**src/rtl/ft245_bus_arbiter.sv**
```systemverilog
// FT245 synchronous-FIFO bus arbiter.
// Shares the half-duplex FT245 data bus between the host->device (RX) and
// device->host (TX) directions. A burst runs until the host or the local
// FIFO runs dry or the optional per-grant word limit is reached. Every burst
// is followed by a fixed bus-idle turnaround. A TX FIFO that stays below its
// start threshold is forced out after a backoff period so that short
// messages are not stranded.
module ft245_bus_arbiter #(
   parameter int unsigned RX_BURST_MAX       = 0,   // 0 = unlimited
   parameter int unsigned TX_BURST_MAX       = 0,   // 0 = unlimited
   parameter int unsigned TURNAROUND         = 1,   // 1..15 idle cycles
   parameter int unsigned TX_BACKOFF_TIMEOUT = 64
) (
   input  logic       ft_clk,
   input  logic       ft_rst,          // async, active low
   input  logic       ft_rxfn,         // low = host has data for us
   input  logic       ft_txen,         // low = host can take data
   input  logic       rx_space_ok,     // RX FIFO free space >= start threshold
   input  logic       rx_almost_full,  // RX FIFO has <= 2 free slots
   input  logic       tx_data_ok,      // TX FIFO level >= start threshold
   input  logic       tx_empty,        // TX FIFO empty
   output logic       ft_oen,
   output logic       ft_rdn,
   output logic       ft_wrn,
   output logic       rx_push,
   output logic       tx_pop,
   output logic [1:0] grant
);

   // Backoff counter must be able to hold TX_BACKOFF_TIMEOUT itself.
   localparam int unsigned BO_W =
      (TX_BACKOFF_TIMEOUT < 1) ? 1 : $clog2(TX_BACKOFF_TIMEOUT + 1);
   localparam logic [BO_W-1:0] BO_MAX  = BO_W'(TX_BACKOFF_TIMEOUT);
   localparam logic [15:0]     RX_MAX  = 16'(RX_BURST_MAX);
   localparam logic [15:0]     TX_MAX  = 16'(TX_BURST_MAX);
   localparam logic [3:0]      TURN_LD = 4'(TURNAROUND - 1);

   typedef enum logic [2:0] {
      IDLE  = 3'd0,
      RX_OE = 3'd1,
      RX_RD = 3'd2,
      TX_WR = 3'd3,
      TURN  = 3'd4
   } state_t;

   state_t            state_q, state_d;
   logic              last_tx_q, last_tx_d;   // 1 = last grant was TX
   logic              rst_done_q;             // holds off grants for one edge after reset
   logic [BO_W-1:0]   bo_q, bo_d;
   logic [15:0]       bcnt_q, bcnt_d;         // words moved in the current grant
   logic [3:0]        turn_q, turn_d;
   logic              oen_q, rdn_q;
   logic [1:0]        grant_q;

   logic              rx_req, tx_req;
   logic              bo_inc, backoff_expired;
   logic [15:0]       bcnt_inc;
   logic              rx_limit, tx_limit;

   // Request qualification and the combinational bus strobes.
   always_comb begin
      bo_inc   = (state_q == IDLE) && !tx_empty && !tx_data_ok;
      // Expiry looks one increment ahead so that the grant edge is the
      // edge that closes the TIMEOUT-th idle cycle.
      backoff_expired = (bo_q == BO_MAX) ||
                        (bo_inc && (bo_q == BO_MAX - 1'b1));
      rx_req   = !ft_rxfn && rx_space_ok;
      tx_req   = !ft_txen && !tx_empty && (tx_data_ok || backoff_expired);
      rx_push  = (state_q == RX_RD) && !ft_rxfn;
      tx_pop   = (state_q == TX_WR) && !ft_txen && !tx_empty;
      ft_wrn   = !((state_q == TX_WR) && !tx_empty);
      bcnt_inc = (bcnt_q == 16'hFFFF) ? bcnt_q : bcnt_q + 16'd1;
      // Limit counts the word moving on this edge.
      rx_limit = (RX_BURST_MAX != 0) && (bcnt_q + 16'd1 >= RX_MAX);
      tx_limit = (TX_BURST_MAX != 0) && (bcnt_q + 16'd1 >= TX_MAX);
   end

   // Next-state logic for the arbiter FSM, burst, backoff and turnaround counters.
   always_comb begin
      state_d   = state_q;
      last_tx_d = last_tx_q;
      bcnt_d    = bcnt_q;
      turn_d    = turn_q;
      bo_d      = bo_q;

      if (tx_empty)
         bo_d = '0;
      else if (bo_inc && (bo_q != BO_MAX))
         bo_d = bo_q + 1'b1;

      case (state_q)
         IDLE: begin
            if (rst_done_q) begin
               // On a tie the direction not served last wins.
               if (rx_req && (!tx_req || last_tx_q)) begin
                  state_d   = RX_OE;
                  last_tx_d = 1'b0;
                  bcnt_d    = '0;
               end else if (tx_req) begin
                  state_d   = TX_WR;
                  last_tx_d = 1'b1;
                  bcnt_d    = '0;
                  bo_d      = '0;
               end
            end
         end
         RX_OE: begin
            // One cycle of OE# alone lets the FT245 turn its data drivers on.
            state_d = RX_RD;
         end
         RX_RD: begin
            if (rx_push)
               bcnt_d = bcnt_inc;
            if (ft_rxfn || rx_almost_full || (rx_push && rx_limit)) begin
               state_d = TURN;
               turn_d  = TURN_LD;
            end
         end
         TX_WR: begin
            if (tx_pop)
               bcnt_d = bcnt_inc;
            if (ft_txen || tx_empty || (tx_pop && tx_limit)) begin
               state_d = TURN;
               turn_d  = TURN_LD;
            end
         end
         TURN: begin
            if (turn_q == 4'd0)
               state_d = IDLE;
            else
               turn_d = turn_q - 4'd1;
         end
         default: state_d = IDLE;
      endcase
   end

   // State registers; OE#, RD# and grant are registered from the next state.
   always_ff @(posedge ft_clk or negedge ft_rst) begin
      if (!ft_rst) begin
         state_q    <= IDLE;
         last_tx_q  <= 1'b1;
         rst_done_q <= 1'b0;
         bo_q       <= '0;
         bcnt_q     <= '0;
         turn_q     <= '0;
         oen_q      <= 1'b1;
         rdn_q      <= 1'b1;
         grant_q    <= 2'b00;
      end else begin
         state_q    <= state_d;
         last_tx_q  <= last_tx_d;
         rst_done_q <= 1'b1;
         bo_q       <= bo_d;
         bcnt_q     <= bcnt_d;
         turn_q     <= turn_d;
         oen_q      <= !((state_d == RX_OE) || (state_d == RX_RD));
         rdn_q      <= !(state_d == RX_RD);
         grant_q    <= ((state_d == RX_OE) || (state_d == RX_RD)) ? 2'b01 :
                       (state_d == TX_WR)                          ? 2'b10 : 2'b00;
      end
   end

   assign ft_oen = oen_q;
   assign ft_rdn = rdn_q;
   assign grant  = grant_q;

endmodule
```
**config.mk**
```make
export PLATFORM = sky130hd
export DESIGN_NAME = ft245_bus_arbiter
export DESIGN_NICKNAME = d
export VERILOG_FILES = /design/src/rtl/ft245_bus_arbiter.sv
export SDC_FILE = /design/constraint.sdc
export NUM_CORES = 1
export LEC_CHECK = 0
export ABC_CLOCK_PERIOD_IN_PS = 3000
export CAP_MARGIN = 10
export CORE_UTILIZATION = 58
export CTS_CLUSTER_SIZE = 20
export DETAILED_ROUTE_END_ITERATION = 6
export GPL_ROUTABILITY_DRIVEN = 1
export PLACE_DENSITY = 0.83
export REMOVE_ABC_BUFFERS = 1
export SLEW_MARGIN = 5
export SYNTH_ARGS = -nofsm -noshare
export SYNTH_HDL_FRONTEND = slang
export SYNTH_SLANG_ARGS = --single-unit
```
**constraint.sdc**
```tcl
create_clock -name ft_clk -period 3 [get_ports ft_clk]
set_input_delay 0.9 -clock ft_clk [delete_from_list [all_inputs] [get_ports ft_clk]]
set_output_delay 0.9 -clock ft_clk [all_outputs]
set_load 0.05 [all_outputs]
```
==> impl_metrics.ini <==
[timing]
maxSlewViolCount = 0
timing.final.crit_share_pct = 94.8
fin_setup_tns_ns = 0
setup_ws_ns = 0.156
finalCriticalPeriod_ns = 2.84
rsz0062_at_grt = no
slew_headroom_pct = 52.6
finalHoldViolations = 0
setup_violations = 0
finClkSkew_ns = 0.00790
fmax_mhz = 352
tightest_slew_ns = 0.701

[layout]
most-common-layout-cells = 17 x dfrtp_1, 11 x clkdlybuf4s50_1, 8 x o21ai_0
nNetsFinal = 150
num_antenna_cells = 0
n_fill_cell = 125
syn_to_final_growth_pct = 25.0
drive_above_1_share_pct = 22.6
final_common_cell = dfrtp_1

[setup_path]
end_kind = primary output
rr_worst_depth = 6
critical_path_buf_inv_count = 3
crit_required_ns = 2.10
reg2reg_slack_ns = 0.77
cp_slowest_stage_delay_ns = 0.46
critical_path_class = in2out
r2r_start = bo_q[0]
startpoint_type = input pin
cpMaxStageDelayCell = clkdlybuf4s50_1
cp_data_arrival_time_ns = 1.94
cp_cell_sequence = clkdlybuf4s50_1 -> buf_4 -> nand3b_1 -> buf_12
worstPathMaxFanout = 4
r2r_end = last_tx_q
cp_top_family = buffers and inverters

[synth]
syn_area_um2 = 1170
yosys_warnings = 0
ys_seq_elements = 20
async_flop_share_pct = 100
ys_types = 42
avgSynthCellArea_um2 = 10.2
synth-edff-count = 0
yosysSeqAreaShare_pct = 43.2
ys.flop_type = dfrtp_1
synthesis.instances = 114

[clocking]
cts_buffers = 3
cts_setup_buffers = 0
cts_hold_buf = 0
clk_root_buffer_cell = clkbuf_4
cts-resized-gates = 0
path_clk_slew_ns = 0.11
insertion_delay_ns = 0.32
clock_path_buffers = 2
cts_tree = done
numClockSinks = 20
cts_max_level = 1

[power_and_ir_drop]
p_total_uw = 991
ir_drop_uv = 480
leakagePower_uw = 0.000592
power_per_cell_area_nw_per_um2 = 679

[detailed_routing]
drt_iter0_markers = 11
routed_via_density = 5.85
wire_per_inst_um = 15.3
vias = 947
drc = 0
ant_nets = 0
routed_wl_um = 2480
dr.pass1.iters = 4

[global_routing]
grt_pass1_vias = 872
grt_pass1_wl_um = 3940
grt_remaining_overflow = 0
grt_max_degree = 21
antenna_found_initial = 0
grt_usage_pct = 26.6

[floorplan]
chipWidth_um = 46.9
core-area_um2 = 1800
ios = 15
initial_core_util_pct = 64.8
fp.dieH_um = 46.9
rows = 15
dieArea_um2 = 2200

[min_path]
whs_path_depth = 2
worstHoldPathType = reg2reg
min_from = last_tx_q
whs_endpoint = last_tx_q

[placed_design]
place_congestion = 0.884
io_buffers = 14
place_hpwl_um = 1840
dpl_worst_slack_ns = 0.118

[job]
cap_viol_max_count = 0

[run_status]
status = finished clean
==> where the power goes <==
part	leakage [uW]	internal, uW	total, uW	switching (uW)
Sequential	0.000261	334	390	56.1
Clock	0.0000279	135	229	93.4
Combinational	0.000304	164	372	209
==> area by class of cell <==
class | instances | area, um2 | share of cell area, %
inverter | 7 | 26.3 | 1.80
clock inverter | 1 | 30.0 | 2.06
multi-input combinational | 85 | 622 | 42.6
tap | 25 | 31.3 | 2.14
timing repair buffer | 21 | 223 | 15.3
sequential | 20 | 504 | 34.6
clock buffer | 3 | 22.5 | 1.54
==> layer usage <==
layer / GRT usage, % / vias up / wire length [um]
met5: 0 / - / 0
met4: 16.6 / 0 / 60
met3: 5.00 / 5 / 63
met2: 43.1 / 15 / 1220
met1: 32.7 / 457 / 1130
li1: - / 470 / -
==> worst max-delay path by stage <==
stage | to | startpoint | depth (start not counted) | slack, ns
floorplan | rx_push | ft_rxfn | 1 | 0.12
global placement | grant[0] | tx_empty | 5 | 0.16
detailed placement | grant[0] | tx_empty | 5 | 0.12
CTS | ft_wrn | tx_empty | 4 | 0.16
global route | ft_wrn | tx_empty | 4 | 0.1
finish | ft_wrn | tx_empty | 4 | 0.16
==> sequential cells by signal, indices dropped and copies added (netlist names) <==
| name | count |
|---|---|
| bo_q | 7 |
| ft_oen | 1 |
| ft_rdn | 1 |
| grant | 2 |
| last_tx_q | 1 |
| rst_done_q | 1 |
| state_q | 3 |
| turn_q | 4 |
==> worst min-delay path, stage by stage (launching register included) <==
cell and delay [ns]:
dfstp_2 0.41, nand2_1 0.06, o31ai_1 0.06
==> cell families after synthesis <==
logic type / after synthesis / synth area share [%]
AOI/OAI and AO/OA: 26 / 17.9
adders and majority gates: 4 / 4.29
DFF: 20 / 43.2
muxes: 2 / 1.71
other: 1 / 0.321
buffers and inverters: 9 / 3.54
and+or+nand+nor: 50 / 27.5
xor gates and xnor gates: 2 / 1.50
==> Yosys cell counts, types with 2 or more instances <==
library cell  count  area (um2)
dfstp_2           3        78.8
dfrtp_1          17         425
or3_1             3        18.8
or3b_2            4        35.0
or2_2             3        18.8
or4b_2            2        20.0
nor3_1            5        25.0
nand3_1           4        20.0
nor4bb_1          2        20.0
mux2i_1           2        20.0
o211ai_1          2        15.0
nand2_1           6        22.5
nor3b_1           2        15.0
nand3b_1          3        22.5
nor2b_1           2        12.5
ha_1              4        50.1
o21a_1            3        22.5
inv_1             7        26.3
xnor2_1           2        17.5
nand2b_1          2        12.5
nor2_1            5        18.8
o31ai_1           2        15.0
o21ai_0           8        40.0
a211oi_1          3        22.5
==> per-stage QoR <==
stage | util [%] | hold WS [ns] | cell area, um2 | std cells
finish | 81.0 | 0.520 | 1460 | 162
global route | 81.0 | 0.553 | 1460 | 162
CTS | 81.0 | 0.525 | 1460 | 162
detailed placement | 78.1 | 0.507 | 1410 | 158
global placement | 78.1 | 0.500 | 1410 | 158
floorplan | - | 0.479 | 1150 | 112
No activity file was read; power rests on OpenSTA's default activity.
